===== src/rtl/fib_pkg.sv =====
// rtl/fib_pkg.sv - shared fib widths, client state encoding and BCD digit-count helper
package fib_pkg;

  localparam int FIB_N_IN  = 7;
  localparam int FIB_N_OUT = 90;

  typedef enum logic [2:0] {
    ST_IDLE    = 3'd0,
    ST_REQ_CLR = 3'd1,
    ST_REQ_ACK = 3'd2,
    ST_REQ_REL = 3'd3,
    ST_CONV    = 3'd4,
    ST_OUT     = 3'd5
  } fib_state_t;

  // Smallest d with 10^d > 2^bits, using log10(2) ~= 0.30103.
  function automatic int bcd_digits_for(input int bits);
    return (bits * 30103) / 100000 + 1;
  endfunction

endpackage


===== src/rtl/bin2bcd_seq.sv =====
// rtl/bin2bcd_seq.sv - sequential shift-add-3 binary to packed BCD converter, W cycles per value
module bin2bcd_seq #(
  parameter int W = 90,
  parameter int D = 28
) (
  input  logic           clk,
  input  logic           rst_n,
  input  logic           start,
  input  logic [W-1:0]   bin,
  output logic           busy,
  output logic           done,
  output logic [4*D-1:0] bcd
);

  localparam int CW = $clog2(W + 1);

  logic [4*D+W-1:0] sh;
  logic [4*D+W-1:0] sh_adj;
  logic [CW-1:0]    cnt;

  always_comb begin
    sh_adj = sh;
    for (int i = 0; i < D; i++) begin
      if (sh[W+4*i +: 4] >= 4'd5) begin
        sh_adj[W+4*i +: 4] = sh[W+4*i +: 4] + 4'd3;
      end
    end
  end

  always_ff @(posedge clk) begin
    if (!rst_n) begin
      sh   <= '0;
      cnt  <= '0;
      busy <= 1'b0;
      done <= 1'b0;
    end else begin
      done <= 1'b0;
      if (start) begin
        sh   <= {{(4*D){1'b0}}, bin};
        cnt  <= CW'(W);
        busy <= 1'b1;
      end else if (busy) begin
        sh  <= {sh_adj[4*D+W-2:0], 1'b0};
        cnt <= cnt - 1'b1;
        if (cnt == CW'(1)) begin
          busy <= 1'b0;
          done <= 1'b1;
        end
      end
    end
  end

  // Digits are only meaningful in the done cycle; zero otherwise.
  assign bcd = done ? sh[4*D+W-1 -: 4*D] : '0;

endmodule


===== src/rtl/fib_bcd_client.sv =====
// rtl/fib_bcd_client.sv - fib requester: cmd port, four-phase req/ack, BCD conversion, result port
// Optional fib_ack timeout with err output when FIB_BCD_CLIENT_TIMEOUT_EN is defined.
module fib_bcd_client
  import fib_pkg::*;
#(
  parameter int N_IN     = FIB_N_IN,
  parameter int N_OUT    = FIB_N_OUT,
  parameter int N_DIGITS = bcd_digits_for(FIB_N_OUT)
`ifdef FIB_BCD_CLIENT_TIMEOUT_EN
  ,
  parameter int TIMEOUT  = 255
`endif
) (
  input  logic                  clk,
  input  logic                  rst_n,
  input  logic                  cmd_valid,
  output logic                  cmd_ready,
  input  logic [N_IN-1:0]       cmd_n,
  output logic                  fib_req,
  output logic [N_IN-1:0]       fib_n,
  input  logic                  fib_ack,
  input  logic [N_OUT-1:0]      fib_result,
  output logic                  bcd_valid,
  input  logic                  bcd_ready,
  output logic [4*N_DIGITS-1:0] bcd_digits,
  output logic [N_OUT-1:0]      bin_out
`ifdef FIB_BCD_CLIENT_TIMEOUT_EN
  ,
  output logic                  err
`endif
);

  fib_state_t state, next_state;

  logic                  accept;
  logic                  conv_start;
  logic [N_OUT-1:0]      conv_bin;
  logic                  conv_busy;
  logic                  conv_done;
  logic [4*N_DIGITS-1:0] conv_bcd;
  logic                  timeout_hit;

`ifdef FIB_BCD_CLIENT_TIMEOUT_EN
  localparam int TW = $clog2(TIMEOUT + 1);
  logic [TW-1:0] tcnt;

  assign timeout_hit = ((state == ST_REQ_CLR) || (state == ST_REQ_ACK)) && (tcnt == TW'(TIMEOUT));

  always_ff @(posedge clk) begin
    if (!rst_n) begin
      tcnt <= '0;
      err  <= 1'b0;
    end else begin
      if ((state == ST_REQ_CLR) || (state == ST_REQ_ACK)) begin
        tcnt <= tcnt + 1'b1;
      end else begin
        tcnt <= '0;
      end
      if (timeout_hit) begin
        err <= 1'b1;
      end else if ((state == ST_OUT) && bcd_ready) begin
        err <= 1'b0;
      end
    end
  end
`else
  assign timeout_hit = 1'b0;
`endif

  always_ff @(posedge clk) begin
    if (!rst_n) begin
      state <= ST_IDLE;
    end else begin
      state <= next_state;
    end
  end

  always_comb begin
    next_state = state;
    accept     = 1'b0;
    conv_start = 1'b0;
    conv_bin   = '0;
    case (state)
      ST_IDLE: begin
        accept = cmd_valid && cmd_ready && !conv_busy;
        if (accept) begin
          if (cmd_n != '0) begin
            next_state = ST_REQ_CLR;
          end else begin
            // fib has no n=0 case; convert a literal zero instead.
            conv_start = 1'b1;
            next_state = ST_CONV;
          end
        end
      end
      ST_REQ_CLR: begin
        // A high ack here is left over from the previous transaction.
        if (timeout_hit) next_state = ST_OUT;
        else if (!fib_ack) next_state = ST_REQ_ACK;
      end
      ST_REQ_ACK: begin
        if (timeout_hit) begin
          next_state = ST_OUT;
        end else if (fib_ack) begin
          conv_start = 1'b1;
          conv_bin   = fib_result;
          next_state = ST_REQ_REL;
        end
      end
      ST_REQ_REL: next_state = ST_CONV;
      ST_CONV:    if (conv_done) next_state = ST_OUT;
      ST_OUT:     if (bcd_ready) next_state = ST_IDLE;
      default:    next_state = ST_IDLE;
    endcase
  end

  always_ff @(posedge clk) begin
    if (!rst_n) begin
      cmd_ready  <= 1'b0;
      fib_req    <= 1'b0;
      fib_n      <= '0;
      bcd_valid  <= 1'b0;
      bcd_digits <= '0;
      bin_out    <= '0;
    end else begin
      cmd_ready <= (next_state == ST_IDLE);
      fib_req   <= (next_state == ST_REQ_CLR) || (next_state == ST_REQ_ACK);
      if (accept && (cmd_n != '0)) begin
        fib_n <= cmd_n;
      end
      if (conv_start) begin
        bin_out <= conv_bin;
      end
      if ((state == ST_CONV) && conv_done) begin
        bcd_digits <= conv_bcd;
        bcd_valid  <= 1'b1;
      end
      if (timeout_hit) begin
        bcd_digits <= '0;
        bcd_valid  <= 1'b1;
      end
      if ((state == ST_OUT) && bcd_ready) begin
        bcd_valid <= 1'b0;
      end
    end
  end

  bin2bcd_seq #(
    .W (N_OUT),
    .D (N_DIGITS)
  ) u_bin2bcd (
    .clk   (clk),
    .rst_n (rst_n),
    .start (conv_start),
    .bin   (conv_bin),
    .busy  (conv_busy),
    .done  (conv_done),
    .bcd   (conv_bcd)
  );

endmodule


===== config.mk =====
export PLATFORM = sky130hd
export DESIGN_NAME = fib_bcd_client
export DESIGN_NICKNAME = d
export VERILOG_FILES = /design/src/rtl/fib_pkg.sv /design/src/rtl/bin2bcd_seq.sv /design/src/rtl/fib_bcd_client.sv
export SDC_FILE = /design/constraint.sdc
export NUM_CORES = 1
export LEC_CHECK = 0
export BUFFER_PORTS_ARGS = -buffer_cell sky130_fd_sc_hd__buf_2
export CAP_MARGIN = 20
export CELL_PAD_IN_SITES_DETAIL_PLACEMENT = 2
export CELL_PAD_IN_SITES_GLOBAL_PLACEMENT = 2
export CORE_ASPECT_RATIO = 0.8
export CORE_MARGIN = 2
export CORE_UTILIZATION = 35
export CTS_BUF_LIST = sky130_fd_sc_hd__clkbuf_8
export DETAILED_ROUTE_END_ITERATION = 8
export MAX_ROUTING_LAYER = met4
export PLACE_DENSITY_LB_ADDON = 0.15
export SYNTH_ARGS = -nofsm -noshare
export SYNTH_HDL_FRONTEND = slang
export SYNTH_HIERARCHICAL = 1
export SYNTH_SLANG_ARGS = --single-unit

===== constraint.sdc =====
create_clock -name clk -period 2.7 [get_ports clk]
set_input_delay 0.27 -clock clk [delete_from_list [all_inputs] [get_ports clk]]
set_output_delay 0.27 -clock clk [all_outputs]
set_load 0.02 [all_outputs]

==> impl_metrics.ini <==
[outcome]
status = complete, no violations

[placement]
hpwl_microns = 36880
place.gp.congestion = 0.7721
portBuffers = 313
place_ws_ns = 0.3889

[clock_network]
clk_pin_slew_worst_paths_ns = 0.07
cts-root-buf = clkbuf_8
post_cts_buffers = 0
cts-htree-levels = 3
clock_path_buffers = 3
cts_buffers = 74
cts_tree = done
hold_buffers = 74
clock_latency_ns = 0.64
clkSinkCount = 426
cts_resized = 0

[synth]
yosysTopAreaCell = dfxtp_1
synth-edff-count = 0
yosysTopAreaCellShare = 0.4466
yosys.cell_types.count = 46
synthesis.area_sq_um = 19100
synth_area_per_cell_sq_um = 8.648
synth_ff_type = dfxtp_1
async_flop_share = 0
synth_top_cells_by_area = dfxtp_1 (45%), and2_1 (9.6%), nand2_1 (8.7%)
synth-seq-area-share = 0.4466
yosysWarnings = 6
synth_fp_nets = 2368
ys_ff_latch = 426
postSynthCellCount = 2208

[worst_setup_path]
r2r_cells = 7
startpoint = state[1]
worst_setup_path_end_kind = register
regToRegStartpoint = state[1]
r2r_setup_slack_ns = 0.25
worst_ep_required_time_ns = 3.23
startpoint_type = register
reg2reg_to = u_bin2bcd/sh[26]
crit_path_max_fanout = 82
crit_arrival_ns = 2.98
crit_type = reg -> reg
critical_path.endpoint = u_bin2bcd/sh[26]

[floorplanning]
core_area_sq_um = 53920
die_width_microns = 265.2
floorplan.initialDensity = 0.3542
rows = 76
fp.dieH_microns = 212.9
dieArea_sq_um = 56460
pin_count = 314

[final_layout]
final.fill_count = 6029
area_growth_pct = 21.82
final_cell_mix = nand2_1 (440), dfxtp_1 (424), buf_2 (312)
nNetsFinal = 2701
drive_gt1_frac = 0.1887
layout_commonest_cell = nand2_1

[routing]
drt_iter0_drc = 648
drt-wirelength-per-cell_microns = 18.26
vias_per_cell = 4.994
totalWireLength_microns = 60160
drt-pass1-iter-count = 4
num_vias = 16460
ant_nets = 0
route.detailed.drc = 0

[global_route]
antenna_found_initial = 1
grt_max_degree = 180
track_usage = 0.2164
grt_pass1_vias = 18050
grt_overflow = 0
grt_pass1_wl_microns = 96910

[sta]
hold_viol_final = 0
finClkSkew_ns = 0.02322
slew-limit-headroom = 0.3549
layout_min_cycle_time_ns = 2.453
finalMaxSlewViolations = 0
tns_ns = 0
tightest_slew_ns = 0.9676
finalWorstSetupSlack_ns = 0.2475
final.period_utilization = 0.9083
max_freq_mhz = 407.7
setup_viol = 0
rsz0062_at_grt = no

[power_and_ir_drop]
p_leak_uw = 0.009127
p_per_area_nw_per_um2 = 566.5
ir_worst_vdd_v = 0.0003257
power_uw = 13180

[min_path]
hold_path_class = in -> reg

[job]
max_cap_violations = 0
==> worst max-delay path, cell delays in order, from the launching register on <==
cell and delay [ns]:
dfxtp_1 0.34, nor2_1 0.27, and4_1 0.31, nand3_2 0.16, nand2_4 0.14, buf_4 0.60
o21ai_0 0.26, and2_1 0.23
==> per-stage QoR <==
| stage | std cells | util | area (sq um) | hold slack (ns) |
|---|---|---|---|---|
| 2_1_floorplan | 2208 | - | 19100 | 0.4060 |
| 3_3_place_gp | 3093 | 0.3902 | 21040 | 0.4404 |
| 3_5_place_dp | 3093 | 0.3902 | 21040 | 0.4458 |
| 4_1_cts | 3293 | 0.4314 | 23260 | 0.0004662 |
| 5_1_grt | 3294 | 0.4314 | 23260 | 0.01965 |
| 6_report | 3295 | 0.4314 | 23260 | 0.06062 |
==> worst min path at each step <==
stage / from / depth (start not counted) / slack [ns] / to
6_report: fib_result[12] / 3 / 0.06 / bin_out[12]
5_1_grt: fib_result[12] / 3 / 0.02 / bin_out[12]
4_1_cts: fib_result[12] / 3 / 0.0005 / bin_out[12]
3_5_place_dp: bcd_digits[3] / 2 / 0.45 / bcd_digits[3]
3_3_place_gp: bcd_digits[33] / 2 / 0.44 / bcd_digits[33]
2_1_floorplan: cmd_n[0] / 2 / 0.41 / fib_n[0]
==> flip-flops by register name, indices dropped and copies added, names as in the netlist <==
name	count
u_bin2bcd/sh	202
bcd_digits	112
bin_out	90
fib_n	7
u_bin2bcd/cnt	7
state	3
bcd_valid	1
cmd_ready	1
fib_req	1
u_bin2bcd/busy	1
u_bin2bcd/done	1
==> power by group <==
group	total, uW	internal, uW	switching (uW)
Sequential	6380	6340	42.6
Combinational	762	296	467
Clock	6030	3240	2790
Total	13200	9880	3300
==> layout make-up <==
class                      instances  area, sq um  share of cell area
multi-input combinational       1572         9553              0.4107
sequential                       426         8536              0.3669
timing repair buffer             407         2585              0.1111
clock buffer                      95         1308             0.05621
tap                              702        878.3             0.03776
inverter                          60        227.7            0.009789
clock inverter                    31        170.2            0.007315
antenna                            2        5.005           0.0002151
==> kinds of logic after synthesis <==
kind of cell,Yosys count,synth area share
fa+ha+maj,58,0.03800
buf+inv,210,0.05491
compound gates,507,0.1562
xor+xnor,60,0.02752
simple gates,828,0.2126
flops,426,0.4466
mux,119,0.06421
==> cell usage after synthesis (3+ instances only) <==
cell type  instances
xnor2_1           30
and2_1           292
mux2_2            28
nor2_1            13
o21ai_0          192
buf_2             19
mux2i_1           91
ha_1              58
nand2_1          441
nand3_1           30
buf_6             21
dfxtp_1          426
buf_4             18
o21ai_1           10
a22o_1            90
a21oi_1          178
nor3b_1            3
inv_1             59
o21a_1             4
xor2_1            30
clkbuf_1          90
nand2b_1          32
o31ai_1           26
==> layer usage <==
| layer | vias up | part of all wire | wire (microns) | GRT usage |
|---|---|---|---|---|
| li1 | 8014 | - | - | - |
| met1 | 8074 | 0.47 | 28100 | 0.2715 |
| met2 | 275 | 0.48 | 28740 | 0.3572 |
| met3 | 92 | 0.034 | 2055 | 0.03829 |
| met4 | 0 | 0.021 | 1266 | 0.06526 |
| met5 | - | 0 | 0 | - |
No activity file was read; power rests on OpenSTA's default activity.
